### src/rtl/arb_mux_reg.sv
// arb_mux_reg: N-channel arbitrating multiplexer with a one-word registered
// output stage (valid/ready on both sides).
//
// Channel selection is either fixed via sel (MODE=0) or round-robin starting
// from an internal pointer (MODE=1). The output register accepts a new word
// whenever it is empty or being drained in the same cycle, so back-to-back
// transfers run at one word per clock.
//
// Ports
//   clk        rising-edge clock
//   rst        asynchronous active-high reset
//   in_data    NCH*DWIDTH packed channel data, channel i at [i*DWIDTH +: DWIDTH]
//   in_valid   per-channel valid
//   in_ready   per-channel ready (combinational, at most one bit set)
//   sel        fixed channel select (MODE=0 only)
//   out_data   registered selected data
//   out_valid  registered output valid
//   out_ready  downstream ready
//   out_chan   registered index of the channel that supplied out_data

module arb_mux_reg #(
  parameter int DWIDTH = 32,
  parameter int NCH    = 4,
  parameter int MODE   = 0,
  localparam int SELW  = ($clog2(NCH) > 1) ? $clog2(NCH) : 1
) (
  input  logic                  clk,
  input  logic                  rst,
  input  logic [NCH*DWIDTH-1:0] in_data,
  input  logic [NCH-1:0]        in_valid,
  output logic [NCH-1:0]        in_ready,
  input  logic [SELW-1:0]       sel,
  output logic [DWIDTH-1:0]     out_data,
  output logic                  out_valid,
  input  logic                  out_ready,
  output logic [SELW-1:0]       out_chan
);

  logic              load;
  logic              grant_ok;
  logic [SELW-1:0]   grant;
  logic [DWIDTH-1:0] grant_data;
  logic              xfer;
  logic [SELW-1:0]   ptr;
  logic [SELW-1:0]   ptr_next;

  // The output register can take a word when empty or draining this cycle.
  assign load = !out_valid || out_ready;

  // Grant selection. In round-robin mode the search runs from the highest
  // offset down so that the lowest offset from ptr (the first valid channel
  // at or after ptr, with wrap) is the one that sticks.
  always_comb begin
    int j;
    j        = 0;
    grant    = '0;
    grant_ok = 1'b0;
    if (MODE == 0) begin
      grant    = sel;
      grant_ok = (int'(sel) < NCH);
    end else begin
      for (int k = NCH - 1; k >= 0; k--) begin
        j = int'(ptr) + k;
        if (j >= NCH) j = j - NCH;
        if (in_valid[j]) begin
          grant    = SELW'(j);
          grant_ok = 1'b1;
        end
      end
    end
  end

  always_comb begin
    in_ready   = '0;
    grant_data = '0;
    for (int i = 0; i < NCH; i++) begin
      in_ready[i] = grant_ok && load && (grant == SELW'(i));
      if (grant == SELW'(i)) grant_data = in_data[i*DWIDTH +: DWIDTH];
    end
  end

  // in_ready is one-hot or zero, so any overlap with in_valid is the transfer.
  assign xfer = |(in_ready & in_valid);

  assign ptr_next = (int'(grant) == NCH - 1) ? '0 : grant + SELW'(1);

  // ptr only influences the grant in round-robin mode.
  always_ff @(posedge clk or posedge rst) begin
    if (rst) begin
      out_valid <= 1'b0;
      out_data  <= '0;
      out_chan  <= '0;
      ptr       <= '0;
    end else begin
      if (xfer) begin
        out_valid <= 1'b1;
        out_data  <= grant_data;
        out_chan  <= grant;
        ptr       <= ptr_next;
      end else if (out_valid && out_ready) begin
        out_valid <= 1'b0;
      end
    end
  end

endmodule

### config.mk
export PLATFORM = sky130hd
export DESIGN_NAME = arb_mux_reg
export DESIGN_NICKNAME = d
export VERILOG_FILES = /design/src/rtl/arb_mux_reg.sv
export SDC_FILE = /design/constraint.sdc
export NUM_CORES = 1
export LEC_CHECK = 0
export ABC_AREA = 1
export ABC_CLOCK_PERIOD_IN_PS = 1500
export CAP_MARGIN = 15
export CORE_UTILIZATION = 35
export CTS_CLUSTER_SIZE = 28
export DETAILED_ROUTE_END_ITERATION = 16
export HOLD_SLACK_MARGIN = 0.1
export PLACE_DENSITY = 0.78
export SLEW_MARGIN = 10
export SYNTH_ARGS = -nofsm -noshare
export SYNTH_HDL_FRONTEND = slang
export SYNTH_SLANG_ARGS = --single-unit
### constraint.sdc
create_clock -name clk -period 1.5 [get_ports clk]
set_clock_uncertainty 0.1 [all_clocks]
set_input_delay 0.15 -clock clk [delete_from_list [all_inputs] [get_ports clk]]
set_output_delay 0.15 -clock clk [all_outputs]
set_load 0.02 [all_outputs]
Word level (Yosys, flattened, before mapping). Cells that the tools add are included.

Output and inout port bits: 39. Input bits: 137. Word-level logic and storage cells: 23. Bits in registers: 35.

Reduce and logical (&&, ||, !) cells: 10. Equal/unequal tests: 3. Bitwise logic cells: 1. Mux-type cells: 6.

Operator list (number): 32-bit 2-to-1 mux (4); 1-bit logical AND (5); 4-bit bitwise AND (1); 2-bit == test (second input constant) (2); 4-bit OR reduction (1); 2-bit by 1-bit == test with 1-bit output (second input constant) (1); 2-bit zero test (1); 1-bit 2-to-1 mux (2); 2-bit nonzero test (1); 1-bit zero test (1); 1-bit logical OR (1).

Depth between registers and ports, before layout.
Depth in word-level cells: 6. Depth in mapped cells: 9. Mapped depth without buffers: 7.

Least setup slack after synthesis. OpenSTA, ideal clock, no wires.

Path kind: register -> output. Start point: reg out_valid. End point: out in_ready[0]. Stages on the path, launching flop included: 4. Path buffers: 0. Required time: 1.250 ns. Data arrival time: 1.212 ns. Slack: 0.038 ns. Cells stage by stage: dfrtp_1 > nand2_1 > inv_1 > nor3_1.

Word-level cells in the longest chain between the ends: 3.

RTL lines: from (decl) (line 34) `output logic out_valid,`; from (signal assigned) (line 90) `out_valid <= 1'b0;`; from (signal assigned) (line 96) `out_valid <= 1'b1;`; from (signal assigned) (line 101) `out_valid <= 1'b0;`; 1-bit zero test (line 48) `assign load = !out_valid || out_ready;`; 1-bit logical OR (line 48); 1-bit logical AND (line 77) `in_ready[i] = grant_ok && load && (grant == SELW'(i));`; to (decl) (line 31) `output logic [NCH-1:0] in_ready,`.

Every way passes these cells.

Worst setup path in the final report.
Start point: reg out_valid. End point: out in_ready[2].

The elaborated chain is that of the path after synthesis.

==> metrics.yaml <==
globalplace.congestion: 0.7929
drt_wl_total_um: 9015
synth_cell_types: 20
power-per-cell-area_nw_per_um2: 816.6
total_leakage_power_nw: 2.156
status: "finished, final reports clean"
wire_per_inst_um: 14.47
cts_made_buffers: 5
clk_pin_slew_ns: 0.07
max_clock_freq_ghz: 0.7056
finalPower_w: 0.003633
slew_headroom_pct: 66.31
ys_seq_area_share_pct: 35.70
final_hold_viol_count: 0
synth-seq-cells: 35
die-area_sq_um: 7349
max_stage_delay_ns: 0.39
synth_nets: 492
postRouteAntennaNets: 0
fin_nets: 663
cts_max_level: 2
syn_avg_cell_area_sq_um: 6.912
crit_arrival_ns: 1.17
core_area_sq_um: 6794
area_growth_pct: 81.34
grt_pass1_wl_um: 14480
slew_viol_final: 0
remaining_drc_errors: 0
cts-root-buf: "clkbuf_8"
grt_pass1_vias: 3200
cts_buffer_depth: 2
path_cells: "nand2_1 -> inv_1 -> nor3_2 -> buf_2"
setup_viol: 0
multi_input_comb_area_sq_um: 1361
dr.first_iter.drc_count: 90
ys_top_cells_by_area: "dfrtp_1 36%, nand3_1 20%, nand2_1 16%"
postCtsSetupBuffers: 0
seqCellArea_sq_um: 875.8
finalCritPeriodShare_pct: 94.48
hpwl_um: 6806
worst_setup_path_start_kind: "register"
hold_buffers: 0
n_fill_cell: 596
via_count: 3163
netlist_instances: 355
yosys_warnings: 0
finalCriticalPeriod_ns: 1.417
pin_count: 176
grt-ovfl-total: 0
yosys.area.top_type: "dfrtp_1"
cp-end-kind: "primary output"
drt_pre_antenna_iters: 4
rsz0062_at_grt: "true"
clock_latency_ns: 0.28
worst_pin_slew_ns: 0.5053
cts_tree: "yes"
start_util_pct: 36.11
crit_fanout: 4
antennaDiodeCount: 0
dieHeight_um: 85.73
die_w_um: 85.73
grtUsageTotal_pct: 24.81
grt_start_max_net_pins: 52
hold_path.class: "primary input to asynchronous set/reset pin"
crit_type: "register to primary output"
holdWs_ns: 0.1180
cp.required_ns: 1.25
io_buffers: 175
synth.top_cell.area_share_pct: 35.70
synth_area_sq_um: 2454
max_cap_violations: 0
num_rows: 30
drive_above_1_share_pct: 8.729
antenna_found_initial: 0
vias_per_cell: 5.077
clkSinkCount: 35
ir_drop_uv: 341.3
slowest_stage: "dfrtp_1"
power by group:
part | internal, W | switching (W) | leakage (nW)
Combinational | 0.000840 | 0.000873 | 1.68
Sequential | 0.00116 | 0.000110 | 0.438
Clock | 0.000326 | 0.000321 | 0.0422
layout by cell type, fill, tap and decap left out, types with 5 or more instances in the layout:
cell type,synthesis,routed
o21ai_1,6,16
buf_12,0,6
buf_4,4,16
clkbuf_8,0,5
o21ai_0,27,17
dfrtp_1,35,35
clkdlybuf4s50_1,0,134
nand4_1,32,32
nand2_1,104,104
inv_1,5,5
buf_2,14,5
dlymetal6s2s_1,0,14
dlygate4sd2_1,0,21
nand3_1,97,97
timing repair:
action	CTS	global route
pin swaps	0	1
gates resized for setup	36	30
setup endpoints to repair	25	30
endpoints found under the hold margin	0	0
gates cloned	0	0
layout make-up:
| class | count | area share [%] |
|---|---|---|
| inverters | 7 | 0.6468 |
| clock buffers | 7 | 1.715 |
| well taps | 96 | 2.700 |
| clock inverters | 1 | 0.1125 |
| multi-input cells | 279 | 30.60 |
| repair buffers | 198 | 44.54 |
| flip-flops and latches | 35 | 19.69 |
sequential cells by signal, indices dropped and copies added, names as in the netlist:
register	flops
out_valid	1
out_chan	2
out_data	32
cell families (layout without fill, tap and decap cells):
| group | after synthesis | count (layout) | synth area share (%) |
|---|---|---|---|
| flip-flops | 35 | 35 | 35.70 |
| buffers and inverters | 41 | 213 | 9.230 |
| AO/OA/AOI/OAI | 33 | 33 | 6.731 |
| AND/OR/NAND/NOR | 246 | 246 | 48.34 |
path summary, 6_finish.rpt:
kind	startpoint	end	slack [ns]	cells after the start
min in group clk	sel[1]	out_chan[1]	0.37	7
max in group asynchronous	rst	out_chan[0]	1.01	3
worst min-delay path	rst	out_data[8]	0.12	3
worst max-delay path	out_valid	in_ready[2]	0.08	4
worst max register to register	out_valid	out_data[25]	0.09	7
worst min register to register	out_data[24]	out_data[24]	0.38	2
cells in the mapped netlist:
master,instances
inv_4,1
nand4_1,32
nand2_1,104
nor2_8,1
inv_2,1
buf_4,4
nand3_1,97
o21ai_1,6
nand3_2,3
clkbuf_1,9
buf_2,14
dfrtp_1,35
nor2_1,3
o21ai_0,27
nor3_1,3
nor2_4,1
nand2_4,2
buf_6,5
inv_1,5
buf_1,2
per-stage QoR:
| step | setup TNS, ns | cell area (sq um) | utilization [%] | cells | setup slack [ns] |
|---|---|---|---|---|---|
| 2_1_floorplan | 0 | 2454 | - | 355 | 0.03797 |
| 3_3_place_gp | -5.792 | 4365 | 64.25 | 615 | -0.2741 |
| 3_5_place_dp | -6.620 | 4365 | 64.25 | 615 | -0.3016 |
| 4_1_cts | 0 | 4418 | 65.03 | 623 | 0.0004180 |
| 5_1_grt | -0.007641 | 4449 | 65.49 | 623 | -0.002910 |
| 6_report | 0 | 4449 | 65.49 | 623 | 0.08280 |
per-layer routing:
layer  global-route usage [%]  part of all wire, %  up-vias
met5                        0                    0        -
met4                    8.788                  1.8        0
met3                    6.737                  7.9       13
met2                    46.55                   50      119
met1                    26.63                   40     1461
li1                         -                    -     1570
critical path: cells and delay by family, from the launching register on:
family	cells	cell delay (ns)
buffers and inverters	2	0.28
DFF	1	0.39
and+or+nand+nor	2	0.22
Note: power is estimated with default switching activity, not from simulation.
